### config.mk
export PLATFORM = sky130hd
export DESIGN_NAME = core_run_ctrl_flat
export DESIGN_NICKNAME = d
export VERILOG_FILES = /design/src/rtl/core_ctrl_pkg.sv /design/src/rtl/core_run_ctrl_if.sv /design/src/rtl/dmem_port_mux.sv /design/src/rtl/core_run_ctrl.sv /design/src/flat_wrapper.sv
export SDC_FILE = /design/constraint.sdc
export NUM_CORES = 1
export LEC_CHECK = 0
export BUFFER_PORTS_ARGS = -buffer_cell sky130_fd_sc_hd__buf_2
export CORE_AREA = 2 2 296 298
export DETAILED_ROUTE_END_ITERATION = 16
export DIE_AREA = 0 0 298 300
export GPL_TIMING_DRIVEN = 1
export PLACE_DENSITY = 0.49
export SLEW_MARGIN = 10
export SYNTH_ARGS = -nofsm -noshare
export SYNTH_HDL_FRONTEND = slang
export SYNTH_HIERARCHICAL = 1
export SYNTH_SLANG_ARGS = --single-unit
### constraint.sdc
create_clock -name clk -period 20.3 [get_ports clk]
set_input_delay 3.045 -clock clk [delete_from_list [all_inputs] [get_ports clk]]
set_output_delay 3.045 -clock clk [all_outputs]
set_load 0.005 [all_outputs]
### src/rtl/core_ctrl_pkg.sv
// Shared types and constants for the core run controller.
//   state_e    : controller sequencing states
//   port_sel_e : owner of the data_mem write port
//   mem_port_t : one data_mem port (address, write data, byte enables)
package core_ctrl_pkg;

  localparam int unsigned DIGEST_W    = 256;
  localparam int unsigned ADDR_W      = 32;
  localparam int unsigned DATA_W      = 32;
  localparam int unsigned WE_W        = 4;
  localparam logic [31:0] EBREAK_INSN = 32'h0010_0073;

  typedef enum logic [1:0] {
    IDLE,
    LOAD,
    RUN,
    DONE
  } state_e;

  typedef enum logic [1:0] {
    SEL_NONE,
    SEL_HOST,
    SEL_CORE
  } port_sel_e;

  typedef struct packed {
    logic [ADDR_W-1:0] addr;
    logic [DATA_W-1:0] din;
    logic [WE_W-1:0]   we;
  } mem_port_t;

endpackage

### src/rtl/core_run_ctrl_if.sv
// Host message-word stream into the run controller.
//   valid : host word valid (host -> controller)
//   ready : controller accepts a word (controller -> host)
//   data  : 32-bit message word (host -> controller)
interface core_run_ctrl_if;
  import core_ctrl_pkg::*;

  logic              valid;
  logic              ready;
  logic [DATA_W-1:0] data;

  modport master (output valid, output data, input ready);
  modport slave  (input valid, input data, output ready);

endinterface

### src/rtl/dmem_port_mux.sv
// Combinational data_mem port select.
//   sel       : port owner chosen by the controller FSM
//   core_port : core address / store data / byte enables
//   host_port : loader address / data / byte enables
//   core_en   : core clock enable; gates core writes so a frozen core never stores
//   mem_port  : port presented to data_mem
module dmem_port_mux
  import core_ctrl_pkg::*;
(
  input  port_sel_e sel,
  input  mem_port_t core_port,
  input  mem_port_t host_port,
  input  logic      core_en,
  output mem_port_t mem_port
);

  always_comb begin
    mem_port = '0;
    unique case (sel)
      SEL_HOST: mem_port = host_port;
      SEL_CORE: begin
        mem_port    = core_port;
        mem_port.we = core_port.we & {WE_W{core_en}};
      end
      default:  mem_port = '0;
    endcase
  end

endmodule

### src/rtl/core_run_ctrl.sv
// Sequences one hash job on the single-cycle RV32 core: loads the message into
// data_mem with the core held in reset, runs the core until the halt instruction
// or a timeout, then freezes it and captures the digest register window.
//   clk, reset             : core clock, async active-high reset
//   start                  : job start pulse (honoured in IDLE / DONE)
//   host_wr                : host message word stream (slave side)
//   core_rst, core_en      : core reset and combinational clock enable
//   instruction            : current instruction, watched for the halt opcode
//   core_addr/din/we       : core data_mem port
//   mem_addr/din/we        : data_mem port (combinational select)
//   digest_in, digest      : live register window and captured result
//   busy, done, timeout    : job status
//   cycle_count            : RUN cycles in which the core was enabled
module core_run_ctrl
  import core_ctrl_pkg::*;
#(
  parameter int unsigned MSG_WORDS = 16,
  parameter logic [31:0] MSG_BASE  = 32'h0000_0100,
  parameter logic [31:0] HALT_INSN = EBREAK_INSN,
  parameter logic [31:0] TIMEOUT   = 32'd1000000
) (
  input  logic                clk,
  input  logic                reset,
  input  logic                start,
  core_run_ctrl_if.slave      host_wr,
  output logic                core_rst,
  output logic                core_en,
  input  logic [31:0]         instruction,
  input  logic [31:0]         core_addr,
  input  logic [31:0]         core_din,
  input  logic [3:0]          core_we,
  output logic [31:0]         mem_addr,
  output logic [31:0]         mem_din,
  output logic [3:0]          mem_we,
  input  logic [DIGEST_W-1:0] digest_in,
  output logic [DIGEST_W-1:0] digest,
  output logic                busy,
  output logic                done,
  output logic                timeout,
  output logic [31:0]         cycle_count
);

  localparam int unsigned IDX_W = $clog2(MSG_WORDS + 1);

  state_e              state_q, state_d;
  logic [IDX_W-1:0]    word_idx_q, word_idx_d;
  logic [31:0]         count_d, count_inc;
  logic [DIGEST_W-1:0] digest_d;
  logic                timeout_d;
  logic                ready_q;
  logic                accept;
  logic                halt_hit;
  port_sel_e           sel;
  mem_port_t           core_port, host_port, mem_port;

  assign host_wr.ready = ready_q;
  assign accept        = host_wr.valid & ready_q;
  assign halt_hit      = (instruction == HALT_INSN);
  assign count_inc     = cycle_count + 32'd1;

  // The halt instruction is never clocked into the core.
  assign core_en = (state_q == RUN) && !halt_hit;

  // Next-state and datapath updates.
  always_comb begin
    state_d    = state_q;
    word_idx_d = word_idx_q;
    count_d    = cycle_count;
    digest_d   = digest;
    timeout_d  = timeout;
    sel        = SEL_NONE;
    unique case (state_q)
      IDLE, DONE: begin
        if (start) begin
          state_d    = LOAD;
          word_idx_d = '0;
          count_d    = '0;
          timeout_d  = 1'b0;
        end
      end
      LOAD: begin
        sel = SEL_HOST;
        if (accept) begin
          word_idx_d = word_idx_q + IDX_W'(1);
          if (word_idx_q == IDX_W'(MSG_WORDS - 1)) state_d = RUN;
        end
      end
      RUN: begin
        sel = SEL_CORE;
        // Halt takes priority over a coincident timeout and is not counted.
        if (halt_hit) begin
          state_d   = DONE;
          digest_d  = digest_in;
          timeout_d = 1'b0;
        end else begin
          count_d = count_inc;
          if (count_inc == TIMEOUT) begin
            state_d   = DONE;
            digest_d  = digest_in;
            timeout_d = 1'b1;
          end
        end
      end
      default: state_d = IDLE;
    endcase
  end

  // State and registered status; status flags are decoded from the next state
  // so they line up with the state register.
  always_ff @(posedge clk or posedge reset) begin
    if (reset) begin
      state_q     <= IDLE;
      word_idx_q  <= '0;
      cycle_count <= '0;
      digest      <= '0;
      timeout     <= 1'b0;
      core_rst    <= 1'b1;
      ready_q     <= 1'b0;
      busy        <= 1'b0;
      done        <= 1'b0;
    end else begin
      state_q     <= state_d;
      word_idx_q  <= word_idx_d;
      cycle_count <= count_d;
      digest      <= digest_d;
      timeout     <= timeout_d;
      core_rst    <= (state_d == IDLE) || (state_d == LOAD);
      ready_q     <= (state_d == LOAD);
      busy        <= (state_d == LOAD) || (state_d == RUN);
      done        <= (state_d == DONE);
    end
  end

  // Loader port: message word N lands at MSG_BASE + 4*N.
  always_comb begin
    host_port.addr = MSG_BASE + (32'(word_idx_q) << 2);
    host_port.din  = host_wr.data;
    host_port.we   = accept ? 4'hF : 4'h0;
    core_port.addr = core_addr;
    core_port.din  = core_din;
    core_port.we   = core_we;
  end

  dmem_port_mux u_dmem_port_mux (
    .sel       (sel),
    .core_port (core_port),
    .host_port (host_port),
    .core_en   (core_en),
    .mem_port  (mem_port)
  );

  assign mem_addr = mem_port.addr;
  assign mem_din  = mem_port.din;
  assign mem_we   = mem_port.we;

endmodule

### src/flat_wrapper.sv
// flat-port wrapper written by rule: the top's interface ports become plain ports
module core_run_ctrl_flat import core_ctrl_pkg::*;
#(
  parameter int unsigned MSG_WORDS = 16,
  parameter logic [31:0] MSG_BASE  = 32'h0000_0100,
  parameter logic [31:0] HALT_INSN = EBREAK_INSN,
  parameter logic [31:0] TIMEOUT   = 32'd1000000
)
  (clk, reset, start, core_rst, core_en, instruction, core_addr, core_din, core_we, mem_addr, mem_din, mem_we, digest_in, digest, busy, done, timeout, cycle_count, host_wr_valid, host_wr_data, host_wr_ready);
  core_run_ctrl_if host_wr_i ();
  input  logic clk;
  input  logic reset;
  input  logic start;
  output logic core_rst;
  output logic core_en;
  input  logic [31:0] instruction;
  input  logic [31:0] core_addr;
  input  logic [31:0] core_din;
  input  logic [3:0] core_we;
  output logic [31:0] mem_addr;
  output logic [31:0] mem_din;
  output logic [3:0] mem_we;
  input  logic [DIGEST_W-1:0] digest_in;
  output logic [DIGEST_W-1:0] digest;
  output logic busy;
  output logic done;
  output logic timeout;
  output logic [31:0] cycle_count;
  input wire logic [$bits(host_wr_i.valid)-1:0] host_wr_valid;
  input wire logic [$bits(host_wr_i.data)-1:0] host_wr_data;
  output wire logic [$bits(host_wr_i.ready)-1:0] host_wr_ready;
  assign host_wr_i.valid = host_wr_valid;
  assign host_wr_i.data = host_wr_data;
  assign host_wr_ready = host_wr_i.ready;
  core_run_ctrl #(.MSG_WORDS(MSG_WORDS), .MSG_BASE(MSG_BASE), .HALT_INSN(HALT_INSN), .TIMEOUT(TIMEOUT)) u_core (.clk(clk), .reset(reset), .start(start), .host_wr(host_wr_i), .core_rst(core_rst), .core_en(core_en), .instruction(instruction), .core_addr(core_addr), .core_din(core_din), .core_we(core_we), .mem_addr(mem_addr), .mem_din(mem_din), .mem_we(mem_we), .digest_in(digest_in), .digest(digest), .busy(busy), .done(done), .timeout(timeout), .cycle_count(cycle_count));
endmodule
==> impl_metrics.env, run 1 <==
export IMPL_clock_latency_ns=0.56
export IMPL_floorplan_initialDensity=0.230
export IMPL_p_per_area_mw_per_mm2=56.5
export IMPL_rsz0062_at_grt="false"
export IMPL_dp_hpwl_um=57200
export IMPL_ir_worst_vdd_mv=0.0470
export IMPL_path_class="input port to primary output"
export IMPL_slew_headroom=0.203
export IMPL_synth_edf_count=0
export IMPL_dieWidth_um=298
export IMPL_p_leak_nw=14.3
export IMPL_multiInputGateArea_mm2=0.0111
export IMPL_cap_violations=0
export IMPL_track_usage=0.186
export IMPL_io_buffers=753
export IMPL_setup_tns_ns=0
export IMPL_finalClockSkew_ns=0.0217
export IMPL_crit_path_start_kind="input port"
export IMPL_synth_ff_type="dfrtp_1"
export IMPL_ctsHoldBuffers=0
export IMPL_grt_pass1_wl_um=132000
export IMPL_async_flop_share=1.00
export IMPL_layout_min_cycle_time_ns=8.22
export IMPL_drc=0
export IMPL_fmax_mhz=122
export IMPL_swShare=0.240
export IMPL_antenna_found_initial=23
export IMPL_synth_most_common_cell="and3_1"
export IMPL_cts_root_buf="clkbuf_16"
export IMPL_pin_count=754
export IMPL_holdWs_ns=0.505
export IMPL_instances_no_fill=4091
export IMPL_core_area_mm2=0.0862
export IMPL_synthTopCellsByCount="and3_1, dfrtp_1, nand2_1"
export IMPL_avgRoutedWirePerCell_um=21.4
export IMPL_hold_path_class="flip-flop to flip-flop"
export IMPL_post_cts_buffers=0
export IMPL_final_fill_count=9433
export IMPL_drt_pass1_iter_count=5
export IMPL_placed_cells=4002
export IMPL_drv_slew=0
export IMPL_worst_setup_path_end_kind="primary output"
export IMPL_cp_required_ns=17.26
export IMPL_pwr_share_seq=0.416
export IMPL_cellInternalPower_mw=1.10
export IMPL_area_growth_pct=28.8
export IMPL_worstMarginPinSlew_ns=1.20
export IMPL_hold_violations=0
export IMPL_switchingPower_mw=0.346
export IMPL_fp_dieArea_mm2=0.0894
export IMPL_yosysWarnings=6
export IMPL_cts_resized=0
export IMPL_grt_ovfl_total=0
export IMPL_nNetsFinal=3293
export IMPL_num_rows=108
export IMPL_cts_tree="built"
export IMPL_synth_distinct_cells=55
export IMPL_grt_max_degree=225
export IMPL_status="completed"
export IMPL_avgSynthCellArea_um2=8.48
export IMPL_die_h_um=300
export IMPL_netlist_instances=2338
export IMPL_ctsHtreeMaxLevel=2
export IMPL_yosysTopAreaCellShare=0.377
export IMPL_regArea_mm2=0.00751
export IMPL_drt_iter0_drc=1682
export IMPL_grt_pass1_vias=19900
export IMPL_clkPwrFrac=0.515
export IMPL_yosysTopAreaCell="dfrtp_1"
export IMPL_numCtsBuffers=41
export IMPL_p_comb_frac=0.069
export IMPL_drive_above_1_share=0.338
export IMPL_drt_wl_total_um=87700
export IMPL_clock_sinks=300
export IMPL_setup_violations=0
export IMPL_worstPathMaxFanout=21
export IMPL_syn_area_mm2=0.0198
export IMPL_yosysSeqAreaShare=0.379
export IMPL_cp_arrival_ns=5.18
export IMPL_synth_area_leaders="dfrtp_1, and3_1, a31oi_1"
export IMPL_postRouteAntennaNets=0
export IMPL_power_mw=1.44
export IMPL_fin_crit_sh=0.405
export IMPL_via_per_inst=5.10
export IMPL_gp_congestion=0.873
export IMPL_clock_path_buffers=3
export IMPL_synth_seq_cells=300
export IMPL_dr_total_vias=20900
export IMPL_clkSlewWorstSetupHoldPaths_ns=0.05
export IMPL_fin_util=0.296
==> power groups by stage <==
stage	Clock [mW]	Combinational [mW]	Sequential (mW)
6_report	0.744	0.100	0.600
5_1_grt	0.791	0.112	0.600
4_1_cts	0.770	0.101	0.600
3_5_place_dp	0	0.101	0.611
3_3_place_gp	0	0.0993	0.611
2_1_floorplan	0	0.0398	0.611
==> critical path, cell delays in order <==
cell,delay (ns)
buf_2,0.09
nor4b_1,0.38
nand4_1,0.32
nor2_4,0.52
nor2b_1,0.29
a32oi_1,0.30
nor2_1,0.06
buf_2,0.17
==> worst paths after layout <==
path,slack (ns),start,endpoint,cells after the start
max reg2reg,14.84,u_core/cycle_count[0],u_core/digest[153],11
max,12.08,instruction[18],mem_we[2],8
min in group asynchronous,2.56,reset,u_core/digest[208],2
max in group asynchronous,15.62,reset,u_core/digest[64],4
min reg2reg,0.51,u_core/digest[204],u_core/digest[204],2
min,0.51,u_core/digest[204],u_core/digest[204],2
==> state kept, by name, indices dropped and copies added, names as in the netlist, 2 cells and up <==
register / cells
u_core/digest: 256
u_core/cycle_count: 32
u_core/word_idx_q: 5
u_core/state_q: 2
==> layout make-up <==
type                    count  area share
flip-flops and latches    300       0.294
clock buffers              63      0.0474
multi-input cells        1746       0.434
diodes                     16     0.00157
clock inverters            10     0.00544
well taps                1155      0.0566
inverters                  12     0.00206
repair buffers            789       0.159
==> cells by family (layout without fill, tap and decap cells) <==
group / count (synthesis) / count (layout) / share of synthesized area
AO/OA/AOI/OAI: 695 / 695 / 0.270
XOR/XNOR: 12 / 12 / 0.00530
adder cells (fa/ha/maj): 11 / 11 / 0.00694
buffers and inverters: 317 / 874 / 0.0707
flip-flops: 300 / 300 / 0.379
multiplexers: 3 / 3 / 0.00151
other: 2 / 43 / 0.000379
AND/OR/NAND/NOR: 998 / 998 / 0.266
==> routing by layer <==
| layer | global-route usage | share of wire | wire (um) | up-vias |
|---|---|---|---|---|
| met5 | 0 | 0.00080 | 70 | - |
| met4 | 0.0592 | 0.027 | 2370 | 12 |
| met3 | 0.0481 | 0.073 | 6400 | 121 |
| met2 | 0.301 | 0.47 | 41500 | 703 |
| met1 | 0.243 | 0.43 | 37400 | 10200 |
| li1 | - | - | - | 9869 |
==> stage by stage <==
step	worst slack (ns)	instance area (um^2)
global placement	12.17	24200
floorplan	8.97	19900
global route	11.88	25500
detailed placement	12.12	24200
CTS	12.11	25500
finish	12.08	25500
==> placed cells by master (no fill, tap or decap), drive strengths merged, types with 16 or more instances in the layout <==
master and instances:
a31oi 262, nor2 105, o31ai 16, conb 27
o21ai 53, dfrtp 299, buf 789, a22oi 65
o211ai 258, nand3 16, clkbuf 63, nand2 296
diode 16, and3 512
(Power assumes the default switching activity.)
==> run 2: changes to the inputs <==
- clock period: 20.3 -> 7.7 ns (I/O delays scaled with it)
==> run 2 against run 1 <==
  * Critical path depth decreased by 1
  * Routed wire length down 1.4%
  * Final cell count is 0.15% lower
  * Count of clock-buffer cells in the layout up 5
  * Critical path type is now flip-flop to primary output
==> impl_metrics.env, run 2 (synthesized netlist as in run 1, its figures left out) <==
export IMPL_status="completed"
export IMPL_clock_latency_ns=0.57
export IMPL_gp_congestion=0.880
export IMPL_floorplan_initialDensity=0.230
export IMPL_cts_resized=0
export IMPL_p_leak_nw=14.3
export IMPL_via_per_inst=5.11
export IMPL_die_h_um=300
export IMPL_worstPathMaxFanout=77
export IMPL_finalClockSkew_ns=0.0312
export IMPL_io_buffers=753
export IMPL_fin_crit_sh=0.626
export IMPL_track_usage=0.181
export IMPL_dieWidth_um=298
export IMPL_fin_ws_ns=2.88
export IMPL_grt_ovfl_total=0
export IMPL_p_per_area_mw_per_mm2=146
export IMPL_area_growth_pct=28.9
export IMPL_layout_min_cycle_time_ns=4.82
export IMPL_pin_count=754
export IMPL_drt_iter0_drc=1530
export IMPL_final_common_cell="buf_2"
export IMPL_drt_wl_total_um=86500
export IMPL_crit_path_start_kind="flip-flop"
export IMPL_setup_tns_ns=0
export IMPL_clock_sinks=300
export IMPL_largest_register_ffs=256
export IMPL_cts_root_buf="clkbuf_16"
export IMPL_post_cts_buffers=0
export IMPL_cp_required_ns=6.55
export IMPL_numCtsBuffers=41
export IMPL_reg_top3="u_core/digest (256), u_core/cycle_count (32), u_core/word_idx_q (5)"
export IMPL_dr_total_vias=20900
export IMPL_ctsHoldBuffers=0
export IMPL_worst_setup_path_end_kind="primary output"
export IMPL_cp_arrival_ns=3.66
export IMPL_ir_worst_vdd_mv=0.128
export IMPL_drt_pass1_iter_count=5
export IMPL_core_area_mm2=0.0862
export IMPL_clkSlewWorstSetupHoldPaths_ns=0.06
export IMPL_slew_headroom=0.150
export IMPL_post_place_ws_ns=3.29
export IMPL_grt_pass1_vias=19800
export IMPL_nNetsFinal=3286
export IMPL_worstMarginPinSlew_ns=1.27
export IMPL_fp_dieArea_mm2=0.0894
export IMPL_postRouteAntennaNets=0
export IMPL_setup_violations=0
export IMPL_clock_path_buffers=3
export IMPL_rsz0062_at_grt="false"
export IMPL_drc=0
export IMPL_hold_violations=0
export IMPL_num_rows=108
export IMPL_hold_path_class="flip-flop to flip-flop"
export IMPL_dp_hpwl_um=55900
export IMPL_grt_pass1_wl_um=129000
export IMPL_cts_tree="built"
export IMPL_fmax_mhz=208
export IMPL_layout_common_cells="buf_2, and3_1, dfrtp_1, nand2_1, a31oi_1"
export IMPL_antenna_found_initial=21
export IMPL_top_register="u_core/digest"
export IMPL_path_class="flip-flop to primary output"
export IMPL_cap_violations=0
export IMPL_drive_above_1_share=0.336
export IMPL_drv_slew=0
export IMPL_avgRoutedWirePerCell_um=21.2
export IMPL_ctsHtreeMaxLevel=2
export IMPL_grt_max_degree=190
## run 2: cell type report
class | instances | area (um^2)
tap | 1155 | 1450
multi-input combinational | 1746 | 11100
clock buffer | 68 | 1270
fill | 9435 | 60600
timing repair buffer | 782 | 4140
antenna | 18 | 45.0
clock inverter | 4 | 31.3
inverter | 12 | 48.8
sequential | 300 | 7510
## run 2: final timing paths
kind                                        from            endpoint  slack, ns  cells past startpoint
setup / recovery               u_core/state_q[0]         mem_din[26]       2.88                      7
hold / removal                u_core/digest[202]  u_core/digest[202]       0.50                      2
setup reg to reg           u_core/cycle_count[0]     u_core/core_rst       3.42                     10
hold reg to reg               u_core/digest[202]  u_core/digest[202]       0.50                      2
max in group asynchronous                  reset   u_core/digest[58]       5.33                      4
min in group asynchronous                  reset  u_core/digest[164]       0.67                      2
## run 2: routing by layer
layer,GRT usage,part of all wire
met4,0.0677,0.033
met1,0.233,0.42
met5,0,0.00040
met3,0.0494,0.074
met2,0.291,0.47
## run 2: worst max-delay path, stage by stage, from the launching register on
cell and delay (ns):
dfrtp_1 0.42, inv_1 0.13, ha_4 0.59, ha_2 0.84, buf_4 0.49, a22oi_1 0.17, nor2_1 0.27, buf_2 0.18
## run 2: through the flow
stage / power [mW] / cells / area (um^2) / utilization / hold slack (ns)
CTS: 3.80 / 4067 / 25500 / 0.296 / 0.509
global placement: 1.88 / 3995 / 24200 / 0.281 / 0.492
detailed placement: 1.88 / 3995 / 24200 / 0.281 / 0.496
global route: 3.89 / 4083 / 25600 / 0.296 / 0.523
floorplan: 1.72 / 2363 / 19900 / - / 0.502
finish: 3.73 / 4085 / 25600 / 0.297 / 0.503
## run 2: report_power, final
part	internal, mW	leakage (nW)	switching (mW)	total (mW)
clock network	1.12	0.639	0.764	1.88
registers	1.58	4.16	0.00307	1.58
logic	0.137	9.48	0.134	0.271
total	2.83	14.3	0.902	3.73
